--- src/rtl/fourstate_cmp_arbiter_if.sv ---
// Request/response bus between NREQ expression front ends and the shared four-state comparator.
interface fourstate_cmp_arbiter_if #(
  parameter int unsigned NREQ  = 4,
  parameter int unsigned WIDTH = 8,
  parameter int unsigned LW    = 4,
  parameter int unsigned IDW   = 2
);
  logic [NREQ-1:0]       req_valid;
  logic [NREQ-1:0]       req_ready;
  logic [2*NREQ-1:0]     req_op;
  logic [NREQ-1:0]       req_signed;
  logic [NREQ*WIDTH-1:0] req_a_val;
  logic [NREQ*WIDTH-1:0] req_a_xz;
  logic [NREQ*WIDTH-1:0] req_b_val;
  logic [NREQ*WIDTH-1:0] req_b_xz;
  logic [NREQ*LW-1:0]    req_a_len;
  logic [NREQ*LW-1:0]    req_b_len;
  logic                  rsp_valid;
  logic                  rsp_ready;
  logic [IDW-1:0]        rsp_id;
  logic                  rsp_val;
  logic                  rsp_xz;

  modport master (
    output req_valid, req_op, req_signed, req_a_val, req_a_xz, req_b_val, req_b_xz,
           req_a_len, req_b_len, rsp_ready,
    input  req_ready, rsp_valid, rsp_id, rsp_val, rsp_xz
  );

  modport slave (
    input  req_valid, req_op, req_signed, req_a_val, req_a_xz, req_b_val, req_b_xz,
           req_a_len, req_b_len, rsp_ready,
    output req_ready, rsp_valid, rsp_id, rsp_val, rsp_xz
  );
endinterface

--- src/rtl/fourstate_cmp_arbiter.sv ---
// Round-robin arbiter sharing one four-state comparator (===, !==, ==, !=) among NREQ requesters.
// Optional macro CMP_STATS_EN adds stat_x, a saturating count of handshaked x/z responses.
module fourstate_cmp_arbiter #(
  parameter int unsigned NREQ  = 4,
  parameter int unsigned WIDTH = 8,
  parameter int unsigned LW    = 4,
  parameter int unsigned IDW   = 2
) (
  input  logic clk,
  input  logic rst_n,
`ifdef CMP_STATS_EN
  output logic [15:0] stat_x,
`endif
  fourstate_cmp_arbiter_if.slave bus
);

  localparam int unsigned BW = (WIDTH > 1) ? $clog2(WIDTH) : 1;

  typedef enum logic [1:0] {S_IDLE, S_EXT, S_CMP, S_RSP} state_t;

  state_t           r_state;
  logic [IDW-1:0]   r_rr;
  logic [IDW-1:0]   r_id;
  logic [1:0]       r_op;
  logic             r_sgn;
  logic [WIDTH-1:0] r_a_val, r_a_xz, r_b_val, r_b_xz;
  logic [LW-1:0]    r_a_len, r_b_len;
  logic             r_rsp_valid, r_rsp_val, r_rsp_xz;
  logic [IDW-1:0]   r_rsp_id;

  logic [IDW-1:0]   w_gnt;
  logic             w_any;
  logic [NREQ-1:0]  w_ready;
  logic             w_case_eq, w_known_diff, w_any_unk;
  logic             w_res_val, w_res_xz;

  // Extend one plane from its declared length; len 0 acts as 1, oversize clamps to WIDTH.
  function automatic logic [WIDTH-1:0] ext_plane(input logic [WIDTH-1:0] p,
                                                 input logic [LW-1:0]    len,
                                                 input logic             sgn);
    int unsigned      l;
    logic             fill;
    logic [WIDTH-1:0] mask;
    if (len == '0)               l = 1;
    else if (32'(len) > WIDTH)   l = WIDTH;
    else                         l = 32'(len);
    fill = sgn & p[BW'(l - 1)];
    mask = (WIDTH'(1) << l) - WIDTH'(1);
    return (p & mask) | (fill ? ~mask : '0);
  endfunction

  // First valid requester strictly after the rr pointer; nearest candidate is assigned last.
  always_comb begin
    w_any = 1'b0;
    w_gnt = '0;
    for (int k = int'(NREQ); k >= 1; k--) begin
      if (bus.req_valid[IDW'((int'(r_rr) + k) % int'(NREQ))]) begin
        w_any = 1'b1;
        w_gnt = IDW'((int'(r_rr) + k) % int'(NREQ));
      end
    end
  end

  assign w_ready = (rst_n && (r_state == S_IDLE) && w_any) ? (NREQ'(1) << w_gnt) : '0;

  assign w_case_eq    = (r_a_val == r_b_val) && (r_a_xz == r_b_xz);
  assign w_known_diff = |(~r_a_xz & ~r_b_xz & (r_a_val ^ r_b_val));
  assign w_any_unk    = |(r_a_xz | r_b_xz);

  // A known differing bit decides == before any x/z does; op[0] selects the inverted form.
  always_comb begin
    w_res_xz  = 1'b0;
    w_res_val = 1'b0;
    if (!r_op[1])          w_res_val = w_case_eq ^ r_op[0];
    else if (w_known_diff) w_res_val = r_op[0];
    else if (w_any_unk)    w_res_xz  = 1'b1;
    else                   w_res_val = ~r_op[0];
  end

  always_ff @(posedge clk or negedge rst_n) begin
    if (!rst_n) begin
      r_state     <= S_IDLE;
      r_rr        <= IDW'(NREQ - 1);
      r_id        <= '0;
      r_op        <= '0;
      r_sgn       <= 1'b0;
      r_a_val     <= '0;
      r_a_xz      <= '0;
      r_b_val     <= '0;
      r_b_xz      <= '0;
      r_a_len     <= '0;
      r_b_len     <= '0;
      r_rsp_valid <= 1'b0;
      r_rsp_val   <= 1'b0;
      r_rsp_xz    <= 1'b0;
      r_rsp_id    <= '0;
    end else begin
      case (r_state)
        S_IDLE: begin
          if (w_any) begin
            r_id    <= w_gnt;
            r_rr    <= w_gnt;
            r_op    <= bus.req_op[2*w_gnt +: 2];
            r_sgn   <= bus.req_signed[w_gnt];
            r_a_val <= bus.req_a_val[w_gnt*WIDTH +: WIDTH];
            r_a_xz  <= bus.req_a_xz[w_gnt*WIDTH +: WIDTH];
            r_b_val <= bus.req_b_val[w_gnt*WIDTH +: WIDTH];
            r_b_xz  <= bus.req_b_xz[w_gnt*WIDTH +: WIDTH];
            r_a_len <= bus.req_a_len[w_gnt*LW +: LW];
            r_b_len <= bus.req_b_len[w_gnt*LW +: LW];
            r_state <= S_EXT;
          end
        end
        S_EXT: begin
          r_a_val <= ext_plane(r_a_val, r_a_len, r_sgn);
          r_a_xz  <= ext_plane(r_a_xz,  r_a_len, r_sgn);
          r_b_val <= ext_plane(r_b_val, r_b_len, r_sgn);
          r_b_xz  <= ext_plane(r_b_xz,  r_b_len, r_sgn);
          r_state <= S_CMP;
        end
        S_CMP: begin
          r_rsp_val   <= w_res_val;
          r_rsp_xz    <= w_res_xz;
          r_rsp_id    <= r_id;
          r_rsp_valid <= 1'b1;
          r_state     <= S_RSP;
        end
        S_RSP: begin
          if (bus.rsp_ready) begin
            r_rsp_valid <= 1'b0;
            r_state     <= S_IDLE;
          end
        end
        default: r_state <= S_IDLE;
      endcase
    end
  end

`ifdef CMP_STATS_EN
  logic [15:0] r_stat_x;

  always_ff @(posedge clk or negedge rst_n) begin
    if (!rst_n) begin
      r_stat_x <= '0;
    end else if (r_rsp_valid && bus.rsp_ready && r_rsp_xz && (r_stat_x != 16'hFFFF)) begin
      r_stat_x <= r_stat_x + 16'd1;
    end
  end

  assign stat_x = r_stat_x;
`endif

  assign bus.req_ready = w_ready;
  assign bus.rsp_valid = r_rsp_valid;
  assign bus.rsp_id    = r_rsp_id;
  assign bus.rsp_val   = r_rsp_val;
  assign bus.rsp_xz    = r_rsp_xz;

endmodule

--- src/flat_wrapper.sv ---
// flat-port wrapper written by rule: the top's interface ports become plain ports
module fourstate_cmp_arbiter_flat 
#(
  parameter int unsigned NREQ  = 4,
  parameter int unsigned WIDTH = 8,
  parameter int unsigned LW    = 4,
  parameter int unsigned IDW   = 2
)
  (clk, rst_n, bus_req_valid, bus_req_op, bus_req_signed, bus_req_a_val, bus_req_a_xz, bus_req_b_val, bus_req_b_xz, bus_req_a_len, bus_req_b_len, bus_rsp_ready, bus_req_ready, bus_rsp_valid, bus_rsp_id, bus_rsp_val, bus_rsp_xz);
  fourstate_cmp_arbiter_if #(.NREQ(NREQ), .WIDTH(WIDTH), .LW(LW), .IDW(IDW)) bus_i ();
  input  logic clk;
  input  logic rst_n;
  input wire logic [$bits(bus_i.req_valid)-1:0] bus_req_valid;
  input wire logic [$bits(bus_i.req_op)-1:0] bus_req_op;
  input wire logic [$bits(bus_i.req_signed)-1:0] bus_req_signed;
  input wire logic [$bits(bus_i.req_a_val)-1:0] bus_req_a_val;
  input wire logic [$bits(bus_i.req_a_xz)-1:0] bus_req_a_xz;
  input wire logic [$bits(bus_i.req_b_val)-1:0] bus_req_b_val;
  input wire logic [$bits(bus_i.req_b_xz)-1:0] bus_req_b_xz;
  input wire logic [$bits(bus_i.req_a_len)-1:0] bus_req_a_len;
  input wire logic [$bits(bus_i.req_b_len)-1:0] bus_req_b_len;
  input wire logic [$bits(bus_i.rsp_ready)-1:0] bus_rsp_ready;
  output wire logic [$bits(bus_i.req_ready)-1:0] bus_req_ready;
  output wire logic [$bits(bus_i.rsp_valid)-1:0] bus_rsp_valid;
  output wire logic [$bits(bus_i.rsp_id)-1:0] bus_rsp_id;
  output wire logic [$bits(bus_i.rsp_val)-1:0] bus_rsp_val;
  output wire logic [$bits(bus_i.rsp_xz)-1:0] bus_rsp_xz;
  assign bus_i.req_valid = bus_req_valid;
  assign bus_i.req_op = bus_req_op;
  assign bus_i.req_signed = bus_req_signed;
  assign bus_i.req_a_val = bus_req_a_val;
  assign bus_i.req_a_xz = bus_req_a_xz;
  assign bus_i.req_b_val = bus_req_b_val;
  assign bus_i.req_b_xz = bus_req_b_xz;
  assign bus_i.req_a_len = bus_req_a_len;
  assign bus_i.req_b_len = bus_req_b_len;
  assign bus_i.rsp_ready = bus_rsp_ready;
  assign bus_req_ready = bus_i.req_ready;
  assign bus_rsp_valid = bus_i.rsp_valid;
  assign bus_rsp_id = bus_i.rsp_id;
  assign bus_rsp_val = bus_i.rsp_val;
  assign bus_rsp_xz = bus_i.rsp_xz;
  fourstate_cmp_arbiter #(.NREQ(NREQ), .WIDTH(WIDTH), .LW(LW), .IDW(IDW)) u_core (.clk(clk), .rst_n(rst_n), .bus(bus_i));
endmodule
--- config.mk ---
export PLATFORM = sky130hd
export DESIGN_NAME = fourstate_cmp_arbiter_flat
export DESIGN_NICKNAME = d
export VERILOG_FILES = /design/src/rtl/fourstate_cmp_arbiter_if.sv /design/src/rtl/fourstate_cmp_arbiter.sv /design/src/flat_wrapper.sv
export SDC_FILE = /design/constraint.sdc
export NUM_CORES = 1
export LEC_CHECK = 0
export ABC_AREA = 1
export CORE_AREA = 5 5 104 130
export CTS_CLUSTER_SIZE = 25
export DETAILED_ROUTE_END_ITERATION = 7
export DIE_AREA = 0 0 109 135
export PLACE_DENSITY = 0.95
export SLEW_MARGIN = 20
export SYNTH_ARGS = -nofsm -noshare
export SYNTH_HDL_FRONTEND = slang
export SYNTH_SLANG_ARGS = --single-unit
export TNS_END_PERCENT = 5
--- constraint.sdc ---
create_clock -name clk -period 3.8 [get_ports clk]
set_input_delay 0.57 -clock clk [delete_from_list [all_inputs] [get_ports clk]]
set_output_delay 0.57 -clock clk [all_outputs]
set_load 0.1 [all_outputs]
-- Word level (Yosys, flattened, before mapping)
Cells that the tools add are included.
- input port bits: 179
- register bits: 54
- output and inout bits: 9
- logic and storage cells: 145
- order comparisons: 9
- bitwise gates (word level): 22
- eq/ne operators: 7
- shift operators: 10
- multiplexer cells: 60
- $add $sub $neg: 8
- reductions and logical operators: 14
- operators with widths (operator ; number):
    32-bit 2-to-1 mux ; 4
    32-bit by 6-bit indexed part select with 8-bit output ; 4
    8-bit 2-to-1 mux ; 8
    8-bit one-hot mux with 2 select lines ; 4
    1-bit by 32-bit << shifter with 8-bit output (first input constant) ; 2
    8-bit AND ; 6
    8-bit OR ; 5
    8-bit inverter ; 4
    16-bit by 5-bit indexed part select with 4-bit output ; 2
    1-bit 2-to-1 mux ; 24
    8-bit equality test ; 2
    2-bit by 4-bit less-than comparator with 1-bit output (second input constant) ; 4
    8-bit OR reduction ; 2
    8-bit by 2-bit subtractor with 8-bit output (second input constant) ; 2
    1-bit binary-select mux with 3-bit select ; 4
    2-bit 2-to-1 mux ; 6
    4-bit 2-to-1 mux ; 3
    1-bit binary-select mux with 2-bit select ; 5
    4-bit greater-than comparator (second input constant) ; 2
    4-bit zero test ; 2
    3-bit by 4-bit less-than comparator with 1-bit output (second input constant) ; 2
    2-bit one-hot mux with 4 select lines ; 1
    2-bit AND reduction ; 4
    8-bit by 4-bit indexed part select with 2-bit output ; 1
    17 further kinds ; 27

-- Longest topological paths before layout
- depth after elaboration: 11
- gate-level depth with buffers: 17
- gate-level depth less buffers: 17

-- Worst setup path after synthesis
Ideal clock, no wire load.
- path kind: reg2out
- start point: register u_core.r_rr[0]
- end point: output bus_req_ready[2]
- path slack: -0.330 ns
- buffers on the path: 3
- data arrival time: 3.560 ns
- cell stages (with the launch flop): 12
- path through: dfstp_2 -> buf_6 -> nand2_1 -> nand2_2 -> nand2_2 -> nand2_1 -> a21oi_1 -> nand2_1 -> nand2_2 -> buf_4 -> buf_4 -> nor3_1
- word-level cells in the longest chain between the ends: 10
- elaborated cells on any way between the ends: 27
- RTL lines (what ; RTL line ; text):
    start, declared ; fourstate_cmp_arbiter.sv:22 ; logic [IDW-1:0] r_rr;
    start signal, assigned ; fourstate_cmp_arbiter.sv:83 ; r_rr <= IDW'(NREQ - 1);
    start signal, assigned ; fourstate_cmp_arbiter.sv:102 ; r_rr <= w_gnt;
    2-bit by 1-bit adder with 2-bit output ; fourstate_cmp_arbiter.sv:57, fourstate_cmp_arbiter.sv:59 ;
    1-bit binary-select mux with 2-bit select ; fourstate_cmp_arbiter.sv:57 ; if (bus.req_valid[IDW'((int'(r_rr) + k) % int'(NREQ))]) begin
    1-bit 2-to-1 mux (not written as such) (2 in series) ; fourstate_cmp_arbiter.sv:57 ;
    2-bit 2-to-1 mux or 1-bit 2-to-1 mux (tied branches) (4 in series) ; fourstate_cmp_arbiter.sv:57 ;
    1-bit by 2-bit << shifter with 4-bit output or 1-bit logical AND (tied branches) ; fourstate_cmp_arbiter.sv:64 ; assign w_ready = (rst_n && (r_state == S_IDLE) && w_any) ? (NREQ'(1) << w_gnt) : '0;
    4-bit 2-to-1 mux * ; fourstate_cmp_arbiter.sv:64 ;
    end, declared ; flat_wrapper.sv:23 ; output wire logic [$bits(bus_i.req_ready)-1:0] bus_req_ready;
Every way passes the cells marked *; elsewhere a longest branch is shown, timed or not. The select of a mux whose other input is x is not followed.

-- Worst setup path after layout
- start point: input bus_req_valid[2]
- end point: output bus_req_ready[3]
- word-level cells in the longest chain between the ends: 9
- elaborated cells on any way between the ends: 23
- RTL lines (what ; RTL line ; text):
    start, declared ; flat_wrapper.sv:13 ; input wire logic [$bits(bus_i.req_valid)-1:0] bus_req_valid;
    1-bit binary-select mux with 2-bit select ; fourstate_cmp_arbiter.sv:57 ;
    1-bit 2-to-1 mux (not written as such) (2 in series) ; fourstate_cmp_arbiter.sv:57 ;
    2-bit 2-to-1 mux or 1-bit 2-to-1 mux (tied branches) (4 in series) ; fourstate_cmp_arbiter.sv:57 ;
    1-bit by 2-bit << shifter with 4-bit output or 1-bit logical AND (tied branches) ; fourstate_cmp_arbiter.sv:64 ;
    4-bit 2-to-1 mux * ; fourstate_cmp_arbiter.sv:64 ;
Marked as above.

==> key figures <==
Run status
  • Status: finished clean

Yosys
  • Post-synthesis cell area: 6000 sq um
  • Flops & latches, synth: 54
  • Yosys cell types: 35
  • Ys Warns: 0
  • Share of the yosys chip area belonging to registers: 22.6%
  • Post-Synthesis Cells: 1035
  • Synthesized Nets: 1239
  • Avg Inst Size Synth: 5.80 sq um

Timing
  • Pins Over Slew Limit: 0
  • Final WS setup: 0.689 ns
  • Rel. slew slack: 33.6%
  • Unrepaired setup endpoints after global routing: no
  • Actual slew at the worst max-slew pin: 0.993 ns
  • Final setup vio count: 0
  • Hold_ws: 0.425 ns
  • Period utilization: 81.9%
  • Final Hold Viols: 0
  • Clock Skew: 0.00707 ns
  • Fmax: 0.321 GHz
  • Fin crit period: 3.11 ns

Global routing
  • Busiest layer in global routing: met2
  • Vias in the first global route: 6655
  • Met2 Resource Use GR: 44.6%
  • Grt met3 use: 3.40%
  • Remaining Overflow, GRT: 0
  • Initial antenna violation count: 0
  • Largest net degree at the start of global routing: 66
  • GRT met1 Usage: 31.5%
  • Total track usage: 25.6%
  • First-pass GRT wire length: 30.7 mm

Floorplan
  • Core area: 12100 sq um
  • Die extent in x: 109 um
  • Initial core utilization: 49.6%
  • I/O pin cnt: 188
  • Row Count: 45
  • Chip height: 135 um
  • Die ar.: 14700 sq um

Clock tree
  • H-tree depth: 2
  • Num CTS Buffers: 5
  • Clk Latency, worst-skew pair: 0.30 ns
  • Post_cts resized: 0
  • Clk pin slew, worst setup/hold paths: 0.07 ns
  • Hold-fix buffers, CTS: 0
  • Clock sinks: 54
  • Postcts setup bufs: 0
  • CTS Buffer Depth: 2
  • CTS tree: done
  • Clock root buffer: clkbuf_16

Worst setup path
  • Crit-path most repeated cell: nor2_1
  • Kind of cell adding the most delay to the critical path: buffers and inverters
  • Crit path DAT: 2.54 ns
  • CP Capture Type: output port
  • CP max-delay cell: clkdlybuf4s50_1
  • CP cell instances: clkdlybuf4s50_1 -> inv_1 -> o21ai_2 -> nor2_1 -> nor2_1 -> nand3_2 -> nand2_4 -> inv_2 -> nor3_1 -> buf_12
  • Req. time, crit path: 3.23 ns
  • Crit path largest cell delay: 0.49 ns
  • Buf+Inv Stages, Crit Path: 4
  • Max FO, Critical Path: 16
  • Crit path launch type: input port
  • Critical path class: input port to output port
  • Reg2reg setup slack: 1.01 ns

Drt
  • DRC violations left: 0
  • Routed Antenna Nets: 0
  • Avg Vias per Cell: 5.20
  • Routed length per instance: 14.0 um
  • Pre-antenna DRT Iters: 7
  • Routed vias: 7076
  • Final wirelength: 19.0 mm
  • Starting DRT DRC Count: 511

Cells and area
  • Layout area overhead: 33.1%
  • Final net count: 1400
  • Diodes inserted: 0
  • Share of cells above drive strength 1: 5.18%

Pwr
  • Power Dens Cells: 1080 nW/um^2
  • LEAKAGE: 4.20 nW
  • Peak supply drop: 680 uV
  • PnR Total Power: 8.65 mW

Placement
  • Post-Place Worst Slack: 0.710 ns
  • Detailed placement HPWL: 14.8 mm
  • Count of buffers from port buffering: 187
  • Gpl congestion: 0.995

Min path
  • Min-Delay Path Class: input port to async pin

Flow run
  • Max-cap violations: 0
## through the flow
step / TNS (ns) / std cells / area (sq um) / utilization, %
floorplan: -1.24 / 1035 / 6000 / -
global placement: 0 / 1353 / 7840 / 64.7
detailed placement: 0 / 1353 / 7840 / 64.7
CTS: 0 / 1361 / 7990 / 66.0
global route: 0 / 1361 / 7990 / 66.0
finish: 0 / 1361 / 7990 / 66.0
## cell type report
type | count | area, sq um
fill | 995 | 4120
multi-input combinational | 832 | 3890
timing repair buffer | 198 | 1990
sequential | 54 | 1350
inverter | 105 | 394
tap | 164 | 205
clock buffer | 5 | 125
clock inverter | 3 | 23.8
## final timing paths
kind / startpoint / depth (start not counted) / end
max: bus_req_valid[2] / 10 / bus_req_ready[3]
min: rst_n / 2 / u_core.r_b_len[0]$_DFFE_PN0P_
max reg2reg: u_core.r_a_len[2]$_DFFE_PN0P_ / 13 / flip-flop
min reg2reg: u_core.r_id[0]$_DFFE_PN0P_ / 2 / u_core.r_id[0]$_DFFE_PN0P_
max in group asynchronous: rst_n / 2 / async pin
min in group clk: u_core.r_id[0]$_DFFE_PN0P_ / 2 / u_core.r_id[0]$_DFFE_PN0P_
## kinds of logic (layout without fill, tap and decap cells)
logic type | Yosys count | after routing | synth area share, %
xor+xnor | 20 | 20 | 2.92
fa+ha+maj | 25 | 25 | 5.21
compound gates | 71 | 71 | 6.92
buf+inv | 149 | 311 | 12.5
simple gates | 716 | 716 | 49.9
flops | 54 | 54 | 22.6
## metal layers
metal,wire length (um),vias up,share of wire [%]
met4,627,0,3.3
met5,0,-,0
met1,7490,3148,39
met3,1300,57,6.8
li1,-,3547,-
met2,9600,324,50
## cell usage in the layout, fill, tap and decap left out, types with 5 or more instances in the layout
cell type        synthesis  routed
xnor2_1                 10      10
nor3_1                   9       9
nand2_1                466     466
a21oi_2                 10      10
xor2_1                  10      10
o21ai_0                 20      20
ha_1                    25      25
nand3_1                115     115
clkdlybuf4s50_1          0     182
a21oi_1                 33      33
nand3_2                 11      11
dfrtp_1                 52      52
nor2_1                  87      87
nand4_1                 15      15
clkbuf_16                0       5
buf_4                   13      11
inv_1                  101     101
## where the power goes
group	switching, mW	total (mW)	internal [mW]	leakage [nW]
sequential	0.253	1.15	0.899	0.638
clock	0.223	0.470	0.247	0.0664
combinational	4.73	7.03	2.30	3.49
## synth_stat cells (all sizes together)
master / instances / area share (%)
xnor2: 10 / 1.5
o21ai: 24 / 2.2
o22ai: 1 / 0.10
nand3: 126 / 11
ha: 25 / 5.2
nor3: 9 / 0.75
nand2: 471 / 30
nor2: 89 / 5.7
o41ai: 1 / 0.15
o2bb2ai: 1 / 0.15
o21bai: 1 / 0.13
buf: 40 / 5.7
xor2: 10 / 1.5
or2: 1 / 0.10
dfrtp: 52 / 22
nand4: 15 / 1.6
clkbuf: 4 / 0.25
dfstp: 2 / 0.88
and2: 1 / 0.10
nor4: 4 / 0.42
a21oi: 43 / 4.2
inv: 105 / 6.6
Power figures use the tool's default switching activity.
